`src/rtl/trng_pkg.sv`:
```
// ---------------------------------------------------------------------------
// trng_pkg
//   Shared definitions for the TRNG raw-bit collector:
//     - trng_state_e : collector FSM states (ST_IDLE, ST_FILL, ST_FAIL)
//     - TRNG_*       : default values for the collector parameters
// ---------------------------------------------------------------------------
package trng_pkg;

    localparam int TRNG_W        = 32;  // output word width
    localparam int TRNG_LOGW     = 5;   // fill counter width (counts 0..W-1)
    localparam int TRNG_RC_LIMIT = 32;  // identical-bit run length that fails
    localparam int TRNG_LOG_RC   = 6;   // repetition counter width

    typedef enum logic [1:0] {
        ST_IDLE = 2'd0,
        ST_FILL = 2'd1,
        ST_FAIL = 2'd2
    } trng_state_e;

endpackage

```
`src/rtl/trng_vn_debias.sv`:
```
// ---------------------------------------------------------------------------
// trng_vn_debias
//   Von Neumann extractor. Raw bits are paired in arrival order; pair 01
//   emits 0, pair 10 emits 1, pairs 00/11 emit nothing. The emitted bit is
//   presented combinationally in the cycle the second bit of a pair arrives.
//
// Ports
//   clk      in   clock, rising edge
//   rst      in   synchronous active-high reset
//   i_clr    in   discard any half-formed pair (collection disabled)
//   i_vld    in   i_bit carries a raw bit this cycle
//   i_bit    in   raw bit
//   bit_out  out  extracted bit (meaningful when bit_vld=1)
//   bit_vld  out  bit_out is an extracted bit this cycle
// ---------------------------------------------------------------------------
module trng_vn_debias (
    input  logic clk,
    input  logic rst,
    input  logic i_clr,
    input  logic i_vld,
    input  logic i_bit,
    output logic bit_out,
    output logic bit_vld
);

    logic r_phase;  // 1: first bit of a pair is held in r_first
    logic r_first;

    always_ff @(posedge clk) begin
        if (rst || i_clr) begin
            r_phase <= 1'b0;
            r_first <= 1'b0;
        end else if (i_vld) begin
            if (!r_phase) begin
                r_first <= i_bit;
            end
            r_phase <= ~r_phase;
        end
    end

    // Pair 10 -> 1 and pair 01 -> 0: the output is simply the first bit.
    assign bit_vld = i_vld && r_phase && (r_first != i_bit);
    assign bit_out = r_first;

endmodule

```
`src/rtl/trng_collector.sv`:
```
// ---------------------------------------------------------------------------
// trng_collector
//   Samples one raw TRNG bit per clock while enabled, runs a continuous
//   repetition-count health test on the raw bits, deserializes accepted bits
//   into W-bit words (first bit lands in data[W-1]) and delivers them over a
//   valid/ready handshake. A health failure is sticky until rst.
//
//   Handshake: a word is transferred when valid && ready at a rising edge.
//   Once valid=1, data holds until that transfer; valid is a register and
//   never depends combinationally on ready.
//
//   Optional build macro TRNG_VN_DEBIAS_EN inserts a von Neumann extractor
//   between raw sampling and deserialization. The health test always sees
//   raw bits.
//
// Ports
//   clk          in   sole clock, rising edge
//   rst          in   synchronous active-high reset
//   en           in   collection enable
//   rand_in      in   raw TRNG bit (already registered in clk domain)
//   ready        in   downstream accepts data this cycle
//   data         out  collected word [W-1:0]
//   valid        out  data holds an unconsumed word
//   fail         out  sticky health-test failure
//   o_dbg_state  out  current FSM state (trng_state_e encoding)
// ---------------------------------------------------------------------------
module trng_collector
    import trng_pkg::*;
#(
    parameter int W        = TRNG_W,
    parameter int LOGW     = TRNG_LOGW,
    parameter int RC_LIMIT = TRNG_RC_LIMIT,
    parameter int LOG_RC   = TRNG_LOG_RC
) (
    input  logic         clk,
    input  logic         rst,
    input  logic         en,
    input  logic         rand_in,
    input  logic         ready,
    output logic [W-1:0] data,
    output logic         valid,
    output logic         fail,
    output logic [1:0]   o_dbg_state
);

    localparam logic [LOGW-1:0]   FILL_LAST = LOGW'(W - 1);
    localparam logic [LOG_RC-1:0] RC_LIM_C  = LOG_RC'(RC_LIMIT);

    trng_state_e r_state;
    trng_state_e w_state_nxt;

    // Raw sampling stage: bit captured at edge t is processed before edge t+1.
    logic r_smp_vld;
    logic r_smp_bit;

    // Health test
    logic              r_prev;
    logic [LOG_RC-1:0] r_rc;
    logic [LOG_RC-1:0] w_rc_nxt;
    logic              w_hfail;

    // Deserializer; a complete word that cannot be delivered waits in r_sreg.
    logic [W-1:0]    r_sreg;
    logic [LOGW-1:0] r_fill;
    logic            r_pend;
    logic [W-1:0]    w_word;

    // Output
    logic [W-1:0] r_data;
    logic         r_valid;
    logic         r_fail;

    logic w_proc;     // a sampled raw bit is processed this cycle
    logic w_acc_vld;  // an accepted bit is offered to the deserializer
    logic w_acc_bit;
    logic w_take;     // accepted bit is collected (not dropped)
    logic w_done;     // collected bit completes a word
    logic w_free;     // output register can take a word this cycle

`ifdef TRNG_VN_DEBIAS_EN
    logic w_vn_bit;
    logic w_vn_vld;

    trng_vn_debias u_debias (
        .clk     (clk),
        .rst     (rst),
        .i_clr   (!en),
        .i_vld   (w_proc),
        .i_bit   (r_smp_bit),
        .bit_out (w_vn_bit),
        .bit_vld (w_vn_vld)
    );

    assign w_acc_vld = w_vn_vld;
    assign w_acc_bit = w_vn_bit;
`else
    assign w_acc_vld = w_proc;
    assign w_acc_bit = r_smp_bit;
`endif

    // -----------------------------------------------------------------------
    // Next-state and datapath decode
    // -----------------------------------------------------------------------
    always_comb begin
        w_state_nxt = r_state;
        w_proc      = r_smp_vld && en && (r_state == ST_FILL);
        // rc==0 marks the first bit since entering ST_FILL.
        w_rc_nxt    = ((r_rc == '0) || (r_smp_bit != r_prev)) ?
                      LOG_RC'(1) : (r_rc + LOG_RC'(1));
        w_hfail     = w_proc && (w_rc_nxt == RC_LIM_C);
        w_take      = w_acc_vld && !r_pend;
        w_word      = {r_sreg[W-2:0], w_acc_bit};
        w_done      = w_take && (r_fill == FILL_LAST);
        w_free      = !r_valid || ready;

        case (r_state)
            ST_IDLE: begin
                if (en) begin
                    w_state_nxt = ST_FILL;
                end
            end
            ST_FILL: begin
                if (w_hfail) begin
                    w_state_nxt = ST_FAIL;
                end else if (!en) begin
                    w_state_nxt = ST_IDLE;
                end
            end
            ST_FAIL: begin
                w_state_nxt = ST_FAIL;
            end
            default: begin
                w_state_nxt = ST_IDLE;
            end
        endcase
    end

    always_ff @(posedge clk) begin
        if (rst) begin
            r_state <= ST_IDLE;
        end else begin
            r_state <= w_state_nxt;
        end
    end

    // -----------------------------------------------------------------------
    // Raw sampling
    // -----------------------------------------------------------------------
    always_ff @(posedge clk) begin
        if (rst || !en) begin
            r_smp_vld <= 1'b0;
            r_smp_bit <= 1'b0;
        end else begin
            r_smp_vld <= (r_state == ST_FILL);
            r_smp_bit <= rand_in;
        end
    end

    // -----------------------------------------------------------------------
    // Repetition-count health test on raw bits
    // -----------------------------------------------------------------------
    always_ff @(posedge clk) begin
        if (rst || !en) begin
            r_rc   <= '0;
            r_prev <= 1'b0;
        end else if (w_proc) begin
            r_rc   <= w_rc_nxt;
            r_prev <= r_smp_bit;
        end
    end

    // -----------------------------------------------------------------------
    // Deserializer, pending word and output handshake
    // -----------------------------------------------------------------------
    always_ff @(posedge clk) begin
        if (rst) begin
            r_sreg  <= '0;
            r_fill  <= '0;
            r_pend  <= 1'b0;
            r_data  <= '0;
            r_valid <= 1'b0;
            r_fail  <= 1'b0;
        end else if (w_hfail) begin
            // Failure wins over any transfer or consumption this cycle.
            r_fail  <= 1'b1;
            r_valid <= 1'b0;
            r_data  <= '0;
            r_pend  <= 1'b0;
            r_fill  <= '0;
        end else begin
            if (!en) begin
                // Drop the partial word; a pending complete word survives.
                r_fill <= '0;
                if (!r_pend) begin
                    r_sreg <= '0;
                end
            end else if (w_take) begin
                r_sreg <= w_word;
                r_fill <= w_done ? '0 : (r_fill + LOGW'(1));
            end

            if (r_pend && w_free) begin
                r_data  <= r_sreg;
                r_valid <= 1'b1;
                r_pend  <= 1'b0;
            end else if (w_done) begin
                if (w_free) begin
                    r_data  <= w_word;
                    r_valid <= 1'b1;
                end else begin
                    r_pend  <= 1'b1;
                end
            end else if (r_valid && ready) begin
                r_valid <= 1'b0;
            end
        end
    end

    assign data        = r_data;
    assign valid       = r_valid;
    assign fail        = r_fail;
    assign o_dbg_state = r_state;

endmodule
```
`config.mk`:
```
export PLATFORM = sky130hd
export DESIGN_NAME = trng_collector
export DESIGN_NICKNAME = d
export VERILOG_FILES = /design/src/rtl/trng_pkg.sv /design/src/rtl/trng_vn_debias.sv /design/src/rtl/trng_collector.sv
export SDC_FILE = /design/constraint.sdc
export NUM_CORES = 1
export LEC_CHECK = 0
export CAP_MARGIN = 0
export CORE_ASPECT_RATIO = 0.8
export CORE_UTILIZATION = 32
export CTS_CLUSTER_DIAMETER = 50
export CTS_CLUSTER_SIZE = 10
export DETAILED_ROUTE_END_ITERATION = 10
export DONT_BUFFER_PORTS = 1
export PLACE_DENSITY = 0.47
export REMOVE_ABC_BUFFERS = 1
export SLEW_MARGIN = 20
export SYNTH_ARGS = -nofsm -noshare
export SYNTH_HDL_FRONTEND = slang
export SYNTH_SLANG_ARGS = --single-unit
```
`constraint.sdc`:
```
create_clock -name clk -period 5.9 [get_ports clk]
set_input_delay 1.475 -clock clk [delete_from_list [all_inputs] [get_ports clk]]
set_output_delay 1.475 -clock clk [all_outputs]
set_load 0.005 [all_outputs]
```
# --- Word-level counts from Yosys, hierarchy flattened ---
# Cells that the tools add are included.
word_totals:
  out_inout_bits: 36
  latchBits: 0
  mem_bits_rw: 0
  mem_bits_ro: 0
  input_bits: 5
  n_memories: 0
  wordCells: 68
  regBits: 83
op_classes:
  add_sub_neg: 2
  div_mod_pow: 0
  mux: 16
  reduce_logical: 26
  order_cmp: 0
  shifts: 0
  bitwise: 3
  n_eq_ne: 10
  n_mul: 0
ops:
  columns: ["op", "count"]
  rows:
  - ["2-to-1 mux 32 bit", 6]
  - ["AND reduction 2 bit", 4]
  - ["logical AND 1 bit", 7]
  - ["adder 6 x 1 -> 6 bit, second input constant", 1]
  - ["== test 6 bit, second input constant", 1]
  - ["logical NOT 6 bit", 1]
  - ["2-to-1 mux 2 bit", 3]
  - ["2-to-1 mux 6 bit", 1]
  - ["case mux 2 bit (3 select lines)", 1]
  - ["OR reduction 3 bit", 2]
  - ["adder 5 x 1 -> 5 bit, second input constant", 1]
  - ["== test 5 bit, second input constant", 1]
  - ["2-to-1 mux 5 bit", 1]
  - ["2-to-1 mux 1 bit", 4]
  - ["inequality test 2 bit, second input constant", 2]
  - ["nonzero test 2 bit", 2]
  - ["logical NOT 1 bit", 3]
  - ["logical OR 1 bit", 3]
  - ["inequality test 3 x 1 -> 1 bit, second input constant", 1]
  - ["inequality test 3 bit, second input constant", 1]
  - ["inverter 1 bit", 3]
  - ["AND reduction 3 bit", 1]
  - ["nonzero test 3 bit", 1]
  - ["== test 2 x 1 -> 1 bit, second input constant", 1]
  - ["other kinds (5)", 5]

# --- Logic depth before layout (Yosys ltp) ---
# Gate-level depths: netlist of the first run.
depth:
  word_depth: 7
  mapped_depth: 9

# --- Worst setup path before layout of the first run ---
# Ideal clock, no wire load.
synth_timing:
  path_type: "input-to-reg"
  startpoint: "in en"
  endpoint: "reg r_data[21] (netlist: data[21])"
  setup_slack_ps: 3201
  setup_ps: 129
  path_stages: 6
  arrival_ps: 2570
  n_path_buf: 2
  path_cell_list: "nand4b_2 -> a2111o_4 -> nand2b_4 -> buf_8 -> buf_12 -> a211oi_2"
synth_between:
  elab_chain_cells: 6
synth_rtl:
  columns: ["element", "line", "source"]
  rows:
  - ["start, declared", "trng_collector.sv:37", "input logic en,"]
  - ["logical AND 1 bit * (2 in a row)", "trng_collector.sv:106", "w_proc = r_smp_vld && en && (r_state == ST_FILL);"]
  - ["logical AND 1 bit", "trng_collector.sv:111", "w_take = w_acc_vld && !r_pend;"]
  - ["logical AND 1 bit", "trng_collector.sv:113", "w_done = w_take && (r_fill == FILL_LAST);"]
  - ["nonzero test 2 bit (no source line)", null, null]
  - ["AND reduction 2 bit (no source line)", null, null]
  - ["end signal, assigned", "trng_collector.sv:203", "r_data <= r_sreg;"]
  - ["end signal, assigned", "trng_collector.sv:208", "r_data <= w_word;"]
  - ["end, declared", "trng_collector.sv:69", "logic [W-1:0] r_data;"]
# Mark *: on every way between the ends. The rest lies on a longest branch, timed or not.
# A chain may end at the register's enable or synchronous reset.

# --- Worst setup path after layout of the first run ---
layout_timing:
  startpoint: "in en"
  endpoint: "reg r_data[28] (netlist: data[28])"
# The elaborated chain is that of the path after synthesis.

==> results of run 1 <==
[worst min-delay path by stage]
stage	slack, ps	to	start	depth (start not counted)
floorplan	440	fail	fail	2
global placement	450	fail	fail	2
detailed placement	460	fail	fail	2
CTS	470	fail	fail	2
global route	490	fail	fail	2
finish	460	fail	fail	2
[per-stage QoR]
step	instances	setup WS [ps]	total power, W
2_1_floorplan	366	1130	0.000594
3_3_place_gp	521	2550	0.000602
3_5_place_dp	521	2480	0.000602
4_1_cts	537	2830	0.00118
5_1_grt	537	2590	0.00121
6_report	537	2850	0.00116
[cells by family (layout without fill, tap and decap cells)]
family | after synthesis | count (layout) | synth area share
adder cells (fa/ha/maj) | 4 | 4 | 0.0125
flip-flops | 83 | 83 | 0.416
XOR/XNOR | 1 | 1 | 0.00219
AND/OR/NAND/NOR | 148 | 148 | 0.211
multiplexers | 65 | 65 | 0.163
AO/OA/AOI/OAI | 62 | 62 | 0.120
buffers and inverters | 33 | 22 | 0.0758
[report_power, final]
group	switching [W]	internal (W)	total (W)	leakage [nW]
Combinational	0.0000174	0.00000825	0.0000257	0.550
Sequential	0.00000133	0.000561	0.000563	0.669
Clock	0.000231	0.000339	0.000570	0.148
[registers in the layout, indices dropped and copies added (netlist names)]
signal,cells
o_dbg_state,2
valid,1
r_rc,6
r_fill,5
r_prev,1
fail,1
r_smp_bit,1
r_pend,1
r_smp_vld,1
data,32
r_sreg,32
[layout make-up]
type	instances	area, sq um	area share
clock buffer	10	239	0.0565
multi-input combinational	280	2040	0.482
tap	152	190	0.0449
timing repair buffer	3	22.5	0.00532
sequential	83	1660	0.393
clock inverter	6	65.1	0.0154
inverter	3	11.3	0.00266
[cells in the final DEF (no fill, tap or decap), types with 4 or more instances in the layout]
cell type and count:
a211oi_1 22, a211oi_2 11, a21oi_1 14, clkbuf_16 9
dfxtp_1 82, ha_1 4, mux2i_1 65, nand2_1 40
nand2b_1 6, nand3b_1 4, nor2_1 44, o21ai_0 7
or2b_2 28
[critical path: cells and delay by family]
kind | cells | cell delay (ps)
AND/OR/NAND/NOR | 3 | 930
buffers and inverters | 1 | 490
AO/OA/AOI/OAI | 2 | 390
[layer usage]
layer  routed length [um]  vias to the layer above  global-route usage  part of all wire
met4                   89                        0              0.0495             0.012
met5                    0                        -                   0                 0
li1                     -                     1349                   -                 -
met3                  404                        9              0.0534             0.053
met2                 3170                       38               0.193              0.42
met1                 3930                     1208               0.158              0.52
==> impl_metrics.ini, run 1 <==
[run_status]
status = finished clean

[floorplanning]
ios = 41
coreArea_sq_um = 12200
die_w_um = 127
die_y_um = 102
rows = 36
die_area_sq_um = 12900
initial_utilization = 0.329

[pwr]
peakVddDrop_mv = 0.149
p_per_area_nw_per_um2 = 274
power.leakage_nw = 1.37

[clock_tree]
post_cts_resized = 0
root_buffer = clkbuf_16
cts_hold_buf = 0
cts_tree = done
clk_latency_ps = 340
clock-sinks = 83
cts_setup_buffers = 0
cts_max_level = 3
numCtsBuffers = 9
clock_path_buffers = 2
clkTransAtPathRegs_ps = 60

[logic_synthesis]
synth_top_area_frac = 0.416
synthTopCellsByArea = dfxtp_1 (42%), mux2i_1 (16%), or2b_2 (6.1%), a211oi_1 (4.1%), nor2_1 (4.1%)
yosysWarnings = 0
synth-seq-cells = 83
synth_edf_count = 0
synth_most_common_cell = dfxtp_1
synth_area_sq_um = 4000
yosys.area.top_type = dfxtp_1
ys_seq_area_frac = 0.416
synthDistinctLibCells = 50
syn_avg_cell_area_sq_um = 10.1
postSynthCellCount = 396
ys.flop_type = dfxtp_1
yosys-top-cells-count = dfxtp_1 (83), mux2i_1 (65), nor2_1 (44)
async_flop_share = 0

[sta]
final.setup.tns_ps = 0
rsz0062_at_grt = no
min_period_ps = 3050
slew-limit-headroom = 0.598
final.setup_skew_ps = 10.7
drv_slew = 0
max_freq_mhz = 328
fin_hold_ws_ps = 462
worstMarginPinSlew_ps = 604
period_share = 0.516
hold_viol_final = 0
setup_violations = 0

[drt]
dr.pass1.iters = 4
detail-route-antenna-nets = 0
drcViolationCount = 0
vias = 2604
drtIter0Drc = 97
wl_per_cell_um = 14.2
wl_mm = 7.60
via_per_inst = 4.85

[critical_path]
ff2ff_path_depth = 8
reg2reg_to = data[28]
cp-endpoint = data[28]
r2r_slack_ps = 3330
critPathMaxStageDelay_ps = 510
path_class = primary input to register
start_kind = primary input
cp_max_fo = 38
required_ps = 6160
arrival_ps = 3310
crit_start = en
crit_path_end_kind = register
r2r_start = r_fill[0]
crit_path_cell_trace = and4b_1 > a21oi_1 > nor2b_4 > buf_4 > nor2_1 > a211oi_2
crit_path_top_delay_cell = nor2b_4

[layout]
layout-drive-gt1-share = 0.182
finalInstanceArea_sq_um = 4230
layout.nets = 389
syn2layout_area_growth_pct = 5.92
final_core_util = 0.348
antenna_cells = 0
fillers = 1241

[global_routing]
grt_max_degree = 39
grt.total_usage = 0.126
antenna_found_initial = 0
grt_pass1_wl_mm = 12.4
grt_overflow = 0
grt_pass1_vias = 2444

[flow_run]
max-cap-violations = 0

[hold_path]
min_path_type = register to register

[placed_design]
port-buffer-count = 0
globalplace.congestion = 0.764
placed_area_sq_um = 3930
hpwl_mm = 4.63
No activity file was read; power rests on OpenSTA's default activity.
==> run 2, diff against run 1 <==
- clock period: 5.9 -> 2.9 ns (I/O delays scaled with it)
==> run 2 against run 1 <==
Net effect:
- worst setup slack got worse by 2200 ps
- combinational power increased by 110%
- via count increased by 0.38%
- utilization about the same
- final cell count decreased by 0.19%
- clock power increased by 100%
- hold slack improved by 9.2 ps
- register-to-register slack got worse by 2700 ps
- sequential share of layout area about the same
- non-clock buffer count increased by 1
==> impl_metrics.ini, run 2 (synthesized netlist as in run 1, its figures left out) <==
[run_status]
status = finished clean

[sta]
setup_ws_ps = 657
setup_violations = 0
slew-limit-headroom = 0.638
drv_slew = 0
min_period_ps = 2240
worstMarginPinSlew_ps = 543
period_share = 0.773
final.setup_skew_ps = 9.28
rsz0062_at_grt = no
hold_viol_final = 0
max_freq_mhz = 446

[hold_path]
min_path_type = primary input to register

[layout]
layout.nets = 390
final_core_util = 0.348
antenna_cells = 0
instances_no_fill = 536
layout-drive-gt1-share = 0.180
regArea_sq_um = 1660
final_cell_mix = dfxtp_1 (82), mux2i_1 (65), nor2_1 (44)
finalInstanceArea_sq_um = 4240
fillers = 1232
syn2layout_area_growth_pct = 6.04
multi_input_area_sq_um = 2040
final_common_cell = dfxtp_1

[pwr]
power.leakage_nw = 1.38
comb_power_share = 0.022
p_int_w = 0.00189
p_per_area_nw_per_um2 = 556
pwr-share-clk = 0.492
p_switching_w = 0.000470
pwr-share-seq = 0.486
peakVddDrop_mv = 0.244
switching_share = 0.200

[global_routing]
grt_max_degree = 38
grt.total_usage = 0.126
grt_pass1_vias = 2580
grt_overflow = 0
grt_pass1_wl_mm = 12.7
antenna_found_initial = 0

[placed_design]
placed_area_sq_um = 3940
globalplace.congestion = 0.767
dp_cells = 522
port-buffer-count = 0
place_ws_ps = 654
hpwl_mm = 4.71

[critical_path]
arrival_ps = 2440
crit_path_end_kind = register
path_class = register to register
required_ps = 3100
ff2ff_path_depth = 6
reg2reg_to = r_pend
cp_max_fo = 34
start_kind = register
crit_start = r_rc[1]
r2r_start = r_rc[1]
r2r_slack_ps = 660
cp-endpoint = r_pend

[clock_tree]
clkTransAtPathRegs_ps = 60
root_buffer = clkbuf_16
clock-sinks = 83
cts_max_level = 3
clk_latency_ps = 330
clock_path_buffers = 2
cts_hold_buf = 0
cts_tree = done
post_cts_resized = 0
numCtsBuffers = 9
cts_setup_buffers = 0

[drt]
vias = 2614
detail-route-antenna-nets = 0
drtIter0Drc = 121
wl_mm = 7.59
drcViolationCount = 0
dr.pass1.iters = 4
via_per_inst = 4.88
wl_per_cell_um = 14.2

[floorplanning]
rows = 36
initial_utilization = 0.329
ios = 41
die_y_um = 102
die_area_sq_um = 12900
coreArea_sq_um = 12200
die_w_um = 127

[flow_run]
max-cap-violations = 0
[run 2: cell count changes in the layout (fill, tap and decap cells not counted), sizes merged]
cell	previous run	this run
buf	3	4
clkinv	4	1
clkbuf	10	12
clkinvlp	1	0
[run 2: area by class of cell]
cell class / count / share of cell area
multi-input cells: 280 / 0.482
flip-flops and latches: 83 / 0.392
clock buffers: 12 / 0.0629
well taps: 152 / 0.0449
clock inverters: 2 / 0.00827
repair buffers: 4 / 0.00709
inverters: 3 / 0.00266
[run 2: per-layer routing]
layer | global-route usage | part of all wire | up-vias
met1 | 0.163 | 0.51 | 1208
met5 | 0 | 0 | -
met2 | 0.198 | 0.43 | 43
met4 | 0.0412 | 0.011 | 0
li1 | - | - | 1354
met3 | 0.0440 | 0.049 | 9
[run 2: how the worst min path moves through the flow]
| stage | cells past startpoint | startpoint | slack, ps | to |
|---|---|---|---|---|
| finish | 1 | rst | 470 | fail |
| global route | 1 | rst | 460 | fail |
| CTS | 1 | rst | 450 | o_dbg_state[1] |
| detailed placement | 2 | r_prev | 470 | r_prev |
| global placement | 2 | r_prev | 460 | r_prev |
| floorplan | 2 | fail | 440 | fail |
[run 2: critical path, stage by stage (launching register included)]
cell and delay [ps]:
dfxtp_1 440, ha_1 280, and4_2 240, o21ai_1 80
a2111o_4 570, nand2b_4 390, nor3_1 110
[run 2: power groups by stage]
stage,clock (W),combinational (W),sequential [W]
2_1_floorplan,0,0.0000399,0.00117
3_3_place_gp,0,0.0000543,0.00117
3_5_place_dp,0,0.0000543,0.00117
4_1_cts,0.00120,0.0000546,0.00114
5_1_grt,0.00124,0.0000574,0.00114
6_report,0.00116,0.0000529,0.00114
[run 2: metrics by stage]
stage / total power (W) / hold slack [ps] / setup TNS, ps
CTS: 0.00240 / 450 / 0
global placement: 0.00122 / 462 / 0
floorplan: 0.00121 / 436 / -47270
detailed placement: 0.00122 / 468 / 0
finish: 0.00236 / 471 / 0
global route: 0.00244 / 457 / 0
